### src/rtl/sram_word_controller.sv
// sram_word_controller: sequences one 32-bit CPU access as two 16-bit accesses to an async SRAM
//   clk, rst (async, active-low)      clock and reset
//   wr_en, rd_en, address, write_data MEM-stage request; store wins over load
//   read_data, ready                  load result and completion/no-stall flag
//   sram_addr, sram_dq_out/in/oe      half-word address and data bus
//   sram_we_n                         write strobe, low for all but the last cycle of a write half
module sram_word_controller #(
   parameter int ADDR_W      = 18,
   parameter int BASE_ADDR   = 1024,
   parameter int WAIT_CYCLES = 1
) (
   input  logic              clk,
   input  logic              rst,
   input  logic              wr_en,
   input  logic              rd_en,
   input  logic [31:0]       address,
   input  logic [31:0]       write_data,
   output logic [31:0]       read_data,
   output logic              ready,
   output logic [ADDR_W-1:0] sram_addr,
   output logic [15:0]       sram_dq_out,
   input  logic [15:0]       sram_dq_in,
   output logic              sram_dq_oe,
   output logic              sram_we_n
);
   typedef enum logic [2:0] {IDLE, WR_LO, WR_HI, RD_LO, RD_HI, DONE} state_t;
   state_t state, nxt;
   logic [3:0] cnt, nxt_cnt;
   logic [ADDR_W-2:0] word, word_q;
   logic [31:0] wdat, wdata_q;
   logic [15:0] lo;
   logic last, nxt_wr, nxt_hi, nxt_half;
   assign last = cnt == 4'(WAIT_CYCLES);
   always_comb begin
      case (state)
         IDLE:    nxt = wr_en ? WR_LO : rd_en ? RD_LO : IDLE;
         WR_LO:   nxt = last ? WR_HI : WR_LO;
         WR_HI:   nxt = last ? DONE : WR_HI;
         RD_LO:   nxt = last ? RD_HI : RD_LO;
         RD_HI:   nxt = last ? DONE : RD_HI;
         default: nxt = IDLE;
      endcase
   end
   // Outputs are registered, so the first half's address/data must come straight from the inputs on the accepting edge.
   assign word     = state == IDLE ? (ADDR_W-1)'((address - 32'(BASE_ADDR)) >> 2) : word_q;
   assign wdat     = state == IDLE ? write_data : wdata_q;
   assign nxt_cnt  = (nxt != state || state == IDLE) ? 4'd0 : cnt + 4'd1;
   assign nxt_wr   = nxt == WR_LO || nxt == WR_HI;
   assign nxt_hi   = nxt == WR_HI || nxt == RD_HI;
   assign nxt_half = nxt_wr || nxt == RD_LO || nxt == RD_HI;
   assign ready    = (state == IDLE && !wr_en && !rd_en) || state == DONE;
   always_ff @(posedge clk or negedge rst) begin
      if (!rst) begin
         state       <= IDLE;
         cnt         <= '0;
         word_q      <= '0;
         wdata_q     <= '0;
         lo          <= '0;
         read_data   <= '0;
         sram_addr   <= '0;
         sram_dq_out <= '0;
         sram_dq_oe  <= 1'b0;
         sram_we_n   <= 1'b1;
      end else begin
         state <= nxt;
         cnt   <= nxt_cnt;
         if (state == IDLE) begin
            word_q  <= word;
            wdata_q <= write_data;
         end
         if (nxt_half) sram_addr <= {word, nxt_hi};
         if (nxt_wr) sram_dq_out <= nxt_hi ? wdat[31:16] : wdat[15:0];
         sram_dq_oe <= nxt_wr;
         // The last cycle of each write half keeps address/data stable with the strobe released.
         sram_we_n  <= !(nxt_wr && nxt_cnt != 4'(WAIT_CYCLES));
         if (state == RD_LO && last) lo <= sram_dq_in;
         if (state == RD_HI && last) read_data <= {sram_dq_in, lo};
      end
   end
endmodule

### config.mk
export PLATFORM = sky130hd
export DESIGN_NAME = sram_word_controller
export DESIGN_NICKNAME = d
export VERILOG_FILES = /design/src/rtl/sram_word_controller.sv
export SDC_FILE = /design/constraint.sdc
export NUM_CORES = 1
export LEC_CHECK = 0
export ABC_CLOCK_PERIOD_IN_PS = 4000
export BUFFER_PORTS_ARGS = -buffer_cell sky130_fd_sc_hd__buf_2
export CAP_MARGIN = 10
export CORE_MARGIN = 2
export CORE_UTILIZATION = 55
export DETAILED_ROUTE_END_ITERATION = 10
export GPL_ROUTABILITY_DRIVEN = 0
export GPL_TIMING_DRIVEN = 0
export HOLD_SLACK_MARGIN = 0.02
export PLACE_DENSITY = 0.82
export SLEW_MARGIN = 10
export SYNTH_ARGS = -nofsm -noshare
export SYNTH_HDL_FRONTEND = slang
export SYNTH_SLANG_ARGS = --single-unit
### constraint.sdc
create_clock -name clk -period 4 [get_ports clk]
set_clock_uncertainty 0.05 [all_clocks]
set_input_delay 0.2 -clock clk [delete_from_list [all_inputs] [get_ports clk]]
set_output_delay 0.2 -clock clk [all_outputs]
set_load 0.02 [all_outputs]
==> summary.md <==
| Metric | Value |
|---|---|
| Initial Util | `0.557` |
| Crit end category | `flip-flop` |
| R2R Path End | `word_q[16]` |
| Flop pwr share | `0.325` |
| Tot Pwr | `~7.8 mW` |
| Area growth from synthesis to layout | `37.4%` |
| DRT antenna net count | `0` |
| Combinational share of power | `0.463` |
| Critical Path AT | `about 2700 ps` |
| All-layer global routing usage | `0.273` |
| WP data required | `4340 ps` |
| Crit path to | `word_q[16]` |
| Max-capacitance violation count | `0` |
| Synthesized area | `approximately 6000 µm²` |
| Setup TNS | `0 ps` |
| WL final | `around 15 mm` |
| IO buf count | `about 140` |
| Tightest Hold Check Type | `primary input to flip-flop` |
| Initial drt markers | `~270` |
| Vias in the first global route | `a little over 5000` |
| Compound-cell area share of the yosys netlist | `0.113` |
| Combinational family with the most area after synthesis | `multiplexers` |
| H-tree Lvls | `4` |
| Wire per inst | `about 18 µm` |
| Row cnt | `38` |
| Largest net degree at the start of global routing | `72` |
| Startpoint Class | `flip-flop` |
| Layout fillers | `~600` |
| Footprint of the multi-input gates | `~2300 µm²` |
| Hold Startpoint | `address[11]` |
| Max FO, Critical Path | `10` |
| Mapped Cells | `between 400 and 500` |
| Placement Cell Area | `between 6000 and 7000 µm²` |
| P_leak | `roughly 3.8 nW` |
| Ys Warns | `0` |
| R2R setup slack | `between 1500 and 2000 ps` |
| Die Footprint | `about 12000 µm²` |
| Worst-Margin Slew | `roughly 640 ps` |
| CTS Buffer Depth | `2` |
| Clock share of power | `0.212` |
| Synth area leader | `dfrtp_1` |
| Clk root buf | `clkbuf_8` |
| Setup crit start | `state[1]` |
| Reg2Reg Depth | `5` |
| Unrepaired setup endpoints after global routing | `no` |
| Average cell area after synthesis | `between 10 and 15 µm²` |
| Sw frac | `0.390` |
| Simple-gate share of the synthesized area | `0.0905` |
| Final Util | `0.766` |
| FF/Latch Area | `roughly 3500 µm²` |
| Share of the synthesized area in the top cell type | `0.583` |
| Final Max Tran Viols | `0` |
| Clk slew on worst S/H paths | `around 60 ps` |
| # DRC | `0` |
| Dpl hpwl | `approximately 9.4 mm` |
| CTS Buf Count | `17` |
| Worst Hold Depth | `4` |
| Clk_lat worst skew | `between 500 and 600 ps` |
| Net Switching | `between 3 and 4 mW` |
| Post-synthesis xor/xnor area fraction | `0.00588` |
| First drt pass iteration count | `5` |
| F_max | `~420 MHz` |
| Final min period | `2380 ps` |
| Die width | `around 110 µm` |
| Initial antenna violation count | `0` |
| Period utilisation layout | `0.595` |
| Result of the run | `finished, final reports clean` |
| Die height | `~110 µm` |
| Congestion Overflow GR | `0` |
| Setup CP Type | `flip-flop to flip-flop` |
| Internal power | `4.74 mW` |
| Multiplexer share of the synthesized area | `0.165` |
| Fin area | `around 8200 µm²` |
| Register bit total from synthesis | `140` |
| Sequential cell area fraction in the yosys report | `0.588` |
| Final setup violation count | `0` |
| Distinct cells, synth | `47` |
| Antenna cell count | `0` |
| Worst flop-to-flop path startpoint | `state[1]` |
| Core Region | `approximately 11000 µm²` |
| Layout cells sized above 1 | `0.417` |
| Post-DR vias/cell | `5.48` |
| Via Count | `around 4700` |
| Final hold vios | `0` |
| Post-Syn Nets | `560` |
| Post-CTS Setup Repair Bufs | `0` |
| First-pass GRT wire length | `approximately 24 mm` |
| Ys flop type | `dfrtp_1` |
| Most area-consuming cells after synthesis | `dfrtp_1 (58%), mux2_2 (13%), nand2_1 (5.0%)` |
| P per Cell Area | `about 950 nW/µm²` |
| Maximum vdd ir drop | `0.556 mV` |
| Nets | `788` |
| Post-synth EDFFs | `0` |
| # clock sinks | `140` |
| CTS tree | `built` |
| Adder-cell share of the synthesized area | `0.00630` |
| Slew HR | `0.574` |
| # IOs | `153` |
| Ys async rst share | `1.00` |
==> through the flow <==
step | hold WS [ps] | instances | setup slack (ps)
floorplan | -146 | 473 | 2010
global placement | 363 | 750 | 874
detailed placement | 201 | 751 | 1760
finish | 37.5 | 854 | 1620
global route | 45.9 | 854 | 1470
CTS | 21.0 | 854 | 1610
==> synthesized netlist by cell type (2+ instances only) <==
master and n:
dfrtp_1 139, nand2_1 79, mux2_2 71, o21ai_0 21
o22ai_1 17, nor2_1 14, buf_2 13, o31ai_1 11
mux2_4 10, a21oi_2 9, o31ai_2 9, a21oi_1 8
clkbuf_1 7, inv_1 6, a31oi_1 5, or3_1 5
o21ai_1 4, xnor2_1 4, buf_6 3, ha_1 3
nand3_1 3, buf_1 2, buf_4 2, nand3b_1 2
nor3b_1 2, or3b_1 2, or4_1 2
==> how the worst min path moves through the flow <==
stage,endpoint,slack (ps)
CTS,word_q[9],20
global placement,wdata_q[0],360
global route,word_q[9],50
detailed placement,cnt[0],200
floorplan,cnt[0],-150
finish,word_q[9],40
==> kinds of logic after synthesis <==
family | Yosys count
compound gates | 90
flops | 140
fa+ha+maj | 3
simple gates | 119
mux | 83
buf+inv | 34
xor+xnor | 4
==> cell usage in the layout (no fill, tap or decap), types with 2 or more instances in the layout <==
cell type / netlist / layout
buf_2: 13 / 149
dfrtp_1: 139 / 139
nand2_1: 79 / 79
mux2_2: 71 / 71
dlygate4sd3_1: 0 / 71
o21ai_0: 21 / 21
o22ai_1: 17 / 17
clkbuf_16: 0 / 16
nor2_1: 14 / 14
o31ai_1: 11 / 11
mux2_4: 10 / 10
a21oi_2: 9 / 9
o31ai_2: 9 / 9
a21oi_1: 8 / 8
clkbuf_1: 7 / 7
clkinv_4: 0 / 7
inv_1: 6 / 6
or3_1: 5 / 5
a31oi_1: 5 / 5
buf_6: 3 / 4
xnor2_1: 4 / 4
o21ai_1: 4 / 4
bufinv_16: 0 / 4
nand3_1: 3 / 3
ha_1: 3 / 3
inv_6: 0 / 3
nor3b_1: 2 / 2
buf_1: 2 / 2
or3b_1: 2 / 2
nand3b_1: 2 / 2
buf_4: 2 / 2
or4_1: 2 / 2
==> timing repair <==
item                      CTS  global route
gates resized for setup     0             0
hold endpoints to repair  167             0
hold buffers               71             0
==> per-layer routing <==
layer / track usage / vias to the layer above / wire, µm
li1: - / 2137 / -
met3: 0.0729 / 40 / 929
met2: 0.477 / 197 / 7930
met1: 0.315 / 2302 / 5930
met5: 0 / - / 0
met4: 0.121 / 0 / 479
==> critical path, stage by stage (launching register included) <==
cell,delay [ps]
dfrtp_1,490
nor3_2,390
buf_2,320
buf_2,270
a31oi_1,140
dlygate4sd3_1,590
==> sequential cells by signal, summed over array words and instances, names as in the netlist, 3 cells and up <==
| register | cells |
|---|---|
| cnt | 4 |
| lo | 16 |
| read_data | 32 |
| sram_addr | 18 |
| sram_dq_out | 16 |
| state | 3 |
| wdata_q | 32 |
| word_q | 17 |
==> power groups by stage <==
stage	sequential [mW]	combinational [mW]	clock, mW
2_1_floorplan	2.89	2.07	0
3_3_place_gp	2.47	3.31	0
4_1_cts	2.51	3.57	1.67
6_report	2.52	3.60	1.65
3_5_place_dp	2.52	3.44	0
5_1_grt	2.59	3.88	1.74
==> area by class of cell <==
cell class	count	area share
timing repair buffer	209	0.175
buffer	28	0.0205
inverter	6	0.00275
clock buffer	17	0.0505
multi-input combinational	299	0.277
clock inverter	15	0.0260
sequential	140	0.428
tap	140	0.0214
(Power assumes the default switching activity.)
